--- src/rtl/fetch_queue.sv ---
// Instruction fetch stage: owns the fetch PC, issues in-order memory requests and
// buffers responses for decode. Optional perf counters are enabled by FETCH_PERF_EN.
module fetch_queue #(
  parameter int unsigned DEPTH    = 4,
  parameter logic [31:0] RESET_PC = 32'h0000_0000
) (
  input  logic                     clk,
  input  logic                     rst_n,
  output logic                     imem_req_valid,
  input  logic                     imem_req_ready,
  output logic [31:0]              imem_req_addr,
  input  logic                     imem_resp_valid,
  input  logic [31:0]              imem_resp_data,
  input  logic                     redirect_valid,
  input  logic [31:0]              redirect_pc,
  output logic                     dec_valid,
  input  logic                     dec_ready,
  output logic [31:0]              dec_instr,
  output logic [31:0]              dec_pc,
  output logic [31:0]              dec_pc_plus4,
  output logic [$clog2(DEPTH):0]   queue_count
`ifdef FETCH_PERF_EN
  ,
  output logic [31:0]              perf_stall_cycles,
  output logic [15:0]              perf_flushes,
  output logic [15:0]              perf_discards
`endif
);

  localparam int unsigned AW = $clog2(DEPTH);
  localparam int unsigned CW = AW + 1;

  logic [31:0]   fetch_pc;
  logic          run;
  logic [31:0]   instr_mem [DEPTH];
  logic [31:0]   pc_mem    [DEPTH];
  logic [31:0]   tag_mem   [DEPTH];
  logic [AW-1:0] rd_ptr, wr_ptr, tag_rd, tag_wr;
  logic [CW-1:0] count, inflight, discard;
  logic [CW:0]   credit_used;
  logic          accept, resp_ok, drop, push, pop;

  // NOTE: every always_comb output is assigned on every path, so no latch can be inferred.
  always_comb begin
    credit_used    = {1'b0, count} + {1'b0, inflight};
    imem_req_valid = run && !redirect_valid && (credit_used < (CW+1)'(DEPTH));
    accept         = imem_req_valid && imem_req_ready;
    resp_ok        = imem_resp_valid && (inflight != '0);
    drop           = resp_ok && (redirect_valid || (discard != '0));
    push           = resp_ok && !drop;
    pop            = dec_valid && dec_ready;
  end

  assign imem_req_addr = fetch_pc;
  assign queue_count   = count;
  assign dec_valid     = (count != '0);
  assign dec_instr     = dec_valid ? instr_mem[rd_ptr] : '0;
  assign dec_pc        = dec_valid ? pc_mem[rd_ptr] : '0;
  assign dec_pc_plus4  = dec_valid ? pc_mem[rd_ptr] + 32'd4 : '0;

  // run holds off requests for the first cycle out of reset so outputs stay 0 in reset.
  // NOTE: sequential state uses non-blocking assignments so all flops update together.
  always_ff @(posedge clk or negedge rst_n) begin
    if (!rst_n) begin
      fetch_pc <= RESET_PC;
      run      <= 1'b0;
      rd_ptr   <= '0;
      wr_ptr   <= '0;
      tag_rd   <= '0;
      tag_wr   <= '0;
      count    <= '0;
      inflight <= '0;
      discard  <= '0;
    end else begin
      run      <= 1'b1;
      inflight <= inflight + CW'(accept) - CW'(resp_ok);
      if (accept)  tag_wr <= tag_wr + 1'b1;
      if (resp_ok) tag_rd <= tag_rd + 1'b1;
      if (redirect_valid) begin
        // Everything still outstanding after this cycle belongs to the old stream.
        fetch_pc <= redirect_pc & 32'hFFFF_FFFC;
        discard  <= inflight - CW'(resp_ok);
        rd_ptr   <= '0;
        wr_ptr   <= '0;
        count    <= '0;
      end else begin
        if (accept) fetch_pc <= fetch_pc + 32'd4;
        if (drop)   discard  <= discard - 1'b1;
        if (push)   wr_ptr   <= wr_ptr + 1'b1;
        if (pop)    rd_ptr   <= rd_ptr + 1'b1;
        count <= count + CW'(push) - CW'(pop);
      end
    end
  end

  // NOTE: storage arrays are not reset; dec_* are gated by dec_valid instead.
  always_ff @(posedge clk) begin
    if (accept) tag_mem[tag_wr] <= fetch_pc;
    if (push) begin
      instr_mem[wr_ptr] <= imem_resp_data;
      pc_mem[wr_ptr]    <= tag_mem[tag_rd];
    end
  end

`ifdef FETCH_PERF_EN
  always_ff @(posedge clk or negedge rst_n) begin
    if (!rst_n) begin
      perf_stall_cycles <= '0;
      perf_flushes      <= '0;
      perf_discards     <= '0;
    end else begin
      if (!dec_valid && (perf_stall_cycles != '1)) perf_stall_cycles <= perf_stall_cycles + 1'b1;
      if (redirect_valid && (perf_flushes != '1))  perf_flushes      <= perf_flushes + 1'b1;
      if (drop && (perf_discards != '1))           perf_discards     <= perf_discards + 1'b1;
    end
  end
`endif

endmodule

--- config.mk ---
export PLATFORM = sky130hd
export DESIGN_NAME = fetch_queue
export DESIGN_NICKNAME = d
export VERILOG_FILES = /design/src/rtl/fetch_queue.sv
export SDC_FILE = /design/constraint.sdc
export NUM_CORES = 1
export LEC_CHECK = 0
export CAP_MARGIN = 10
export CORE_MARGIN = 5
export CORE_UTILIZATION = 50
export DETAILED_ROUTE_END_ITERATION = 8
export PLACE_DENSITY = 0.84
export SLEW_MARGIN = 20
export SYNTH_ARGS = -nofsm -noshare
export SYNTH_HDL_FRONTEND = slang
export SYNTH_SLANG_ARGS = --single-unit
--- constraint.sdc ---
create_clock -name clk -period 3.2 [get_ports clk]
set_input_delay 0.64 -clock clk [delete_from_list [all_inputs] [get_ports clk]]
set_output_delay 0.64 -clock clk [all_outputs]
set_load 0.005 [all_outputs]
==> summary.md <==
| Metric | Value |
|---|---|
| Hold Vio Cnt, Final | 0 |
| Worst Hold Class | in -> async |
| Fin Setup TNS | -10.90 ns |
| Width of the die | 196.5 um |
| Final Cycle Share | 119.4% |
| Final Critical Period | 3.822 ns |
| EDFF count, synth | 368 |
| DRC Markers | 0 |
| Ys flop type | edfxtp_1 |
| Outcome | finished with violations |
| Area contributors post-synth | edfxtp_1 64%, mux4_2 10%, dfrtp_1 6.9% |
| Initial antenna violation count | 4 |
| Pwr dens | 780.9 nW/um^2 |
| CORE AREA | 34460 um^2 |
| Wire per inst | 24.51 um |
| FILL cells | 2181 |
| Cell variety after synth | 53 |
| Worst Tran Pin Value | 0.7546 ns |
| Rel. slew slack | 49.51% |
| RSZ-0062 raised after global routing | true |
| Post-synthesis sequential area ratio | 70.43% |
| Initial Util | 50.49% |
| WL final | 44.21 mm |
| Root Buffer | clkbuf_16 |
| Final ANT Viol Nets | 0 |
| CTS tree | done |
| RD Place Congestion | 0.8046 |
| Via/cell ratio | 5.866 |
| Max Buffers Root-to-Sink | 3 |
| Cts-stage hold buffer count | 0 |
| Die H | 196.5 um |
| Peak Freq | 0.2617 GHz |
| DIE AREA | 38620 um^2 |
| Largest net degree at the start of global routing | 63 |
| CP required | 2.56 ns |
| First-pass GRT wire length | 65.86 mm |
| Num CTS Buffers | 42 |
| Yosys warns | 0 |
| H-tree depth | 2 |
| Synth top area share | 63.52% |
| Clock-pin slew on the worst setup and hold paths | 0.06 ns |
| Synthesized flop and latch total | 416 |
| Drt first pass iters | 5 |
| FFs w/ async S/R, synth | 11.54% |
| Mapped Cells | 996 |
| Worst Path Max Fanout | 7 |
| Clock sinks | 416 |
| Initial drt markers | 1051 |
| IO buf count | 194 |
| Endpoint class of the critical path | primary output |
| Leakage | 7.983 nW |
| Total of max-cap violations | 0 |
| Fin nets | 1410 |
| Total Power | 17.61 mW |
| CP startpoint kind | flip-flop |
| VDD IR max | 0.0004933 V |
| Final setup fails | 38 |
| Pins Over Slew Limit | 0 |
| Synthesized area | 17400 um^2 |
| Avg Inst Size Synth | 17.47 um^2 |
| Post-DP HPWL | 26.03 mm |
| Vias in the first global route | 10870 |
| Final Non-Filler Cells | 1804 |
| Placed Cells | 1677 |
| I/O Pins | 203 |
| Placed cell area | 20380 um^2 |
| Global route overflow | 0 |
| Vias | 10580 |
| Area growth from synthesis to layout | 29.65% |
| PnR worst setup slack | -0.6219 ns |
| Reg2Reg Setup Slack | 0.30 ns |
| Clock Latency Late Sink | 0.54 ns |
| Gr usage total | 22.22% |
| Layout cell share with drive strength beyond 1 | 31.75% |
| Cell Rows | 68 |
| Layout Cell Area excl Fill | 22560 um^2 |
| Arrival time at the worst endpoint | 3.18 ns |
| Worst Skew | 0.02312 ns |
| Synth area leader | edfxtp_1 |
| Failing checks | negative setup slack |
| Crit path kind | reg -> out |
## metrics by stage
step,setup WS [ns],hold WS (ns),utilization [%]
3_5_place_dp,-0.4693,0.5748,59.15
4_1_cts,-0.6170,0.008366,64.89
6_report,-0.6219,0.02124,65.46
3_3_place_gp,-0.4079,0.5651,59.15
2_1_floorplan,0.01501,0.3444,-
5_1_grt,-0.6980,0.01815,65.45
## final timing paths
check	startpoint	to	depth (start not counted)
max	rd_ptr[0]	dec_pc_plus4[29]	7
min	rst_n	imem_req_addr[9]	1
max reg2reg	queue_count[0]	queue_count[2]	12
min reg2reg	inflight[0]	inflight[0]	1
max in group asynchronous	rst_n	tag_rd[0]	2
min in group clk	inflight[0]	inflight[0]	1
## placed cells by master (no fill, tap or decap), types with 26 or more instances in the layout
| master | instances |
|---|---|
| mux4_2 | 91 |
| and2_1 | 45 |
| edfxtp_1 | 368 |
| clkbuf_16 | 42 |
| buf_6 | 56 |
| nand2_1 | 44 |
| buf_4 | 73 |
| nor2_1 | 41 |
| clkdlybuf4s50_1 | 122 |
| o21ai_0 | 26 |
| dfrtp_1 | 43 |
| and2_4 | 26 |
## routing by layer
layer / vias up / global-route usage (%) / routed length (um)
met1: 5326 / 29.94 / 16880
li1: 4534 / - / -
met3: 94 / 4.444 / 3835
met2: 623 / 37.42 / 22300
met4: 6 / 6.206 / 1157
met5: - / 0 / 34
## final cells by class
cell class | count | area [um^2] | share of cell area [%]
multi-input cells | 508 | 5124 | 22.72
repair buffers | 326 | 3233 | 14.33
diodes | 1 | 2.502 | 0.01109
clock inverters | 21 | 150.1 | 0.6657
well taps | 455 | 569.3 | 2.524
flip-flops and latches | 416 | 12260 | 54.36
inverters | 24 | 93.84 | 0.4160
clock buffers | 53 | 1122 | 4.976
## Yosys cell counts, types with 6 or more instances
library cell / n
buf_2: 7
inv_1: 24
nand2_1: 45
buf_1: 9
nand3b_1: 9
xor2_1: 12
nor2_1: 43
clkbuf_1: 26
edfxtp_1: 368
xnor2_1: 19
or3_1: 9
nand4_1: 18
a21oi_1: 16
and2_1: 75
o21ai_0: 30
and4_1: 6
nor4_1: 8
dfrtp_1: 48
o211ai_1: 9
mux4_2: 78
nand3_1: 22
buf_4: 7
nor3_1: 11
mux4_1: 14
ha_1: 20
## cells by family after synthesis
group | after synthesis | share of synthesized area (%)
compound gates | 72 | 2.510
fa+ha+maj | 22 | 1.669
mux | 103 | 12.91
flops | 416 | 70.43
xor+xnor | 31 | 1.561
other cells | 2 | 0.04317
simple gates | 273 | 8.796
buf+inv | 77 | 2.086
## flip-flops by register name (all words and copies together) (netlist names), 3 cells and up
name           count
queue_count        3
instr_mem        128
pc_mem           120
imem_req_addr     30
tag_mem          120
inflight           3
discard            3
## power by group
group / switching (mW) / internal, mW
sequential: 0.322 / 6.47
clock: 1.99 / 2.57
combinational: 2.86 / 3.40
total: 5.17 / 12.4
## critical path, cell delays in order, from the launching register on
cell and delay, ns:
dfrtp_4 0.55, mux4_2 0.43, buf_6 0.13, nand4_4 0.11, or4_4 0.62, or3_4 0.37
mux2_4 0.31, buf_6 0.11
## what timing repair did
item,in CTS,in global routing
pin swaps,50,23
endpoints found under the setup margin,91,82
gates resized for setup,305,105
buffers inserted,41,20
cloned,5,0
Note: power is estimated with default switching activity, not from simulation.
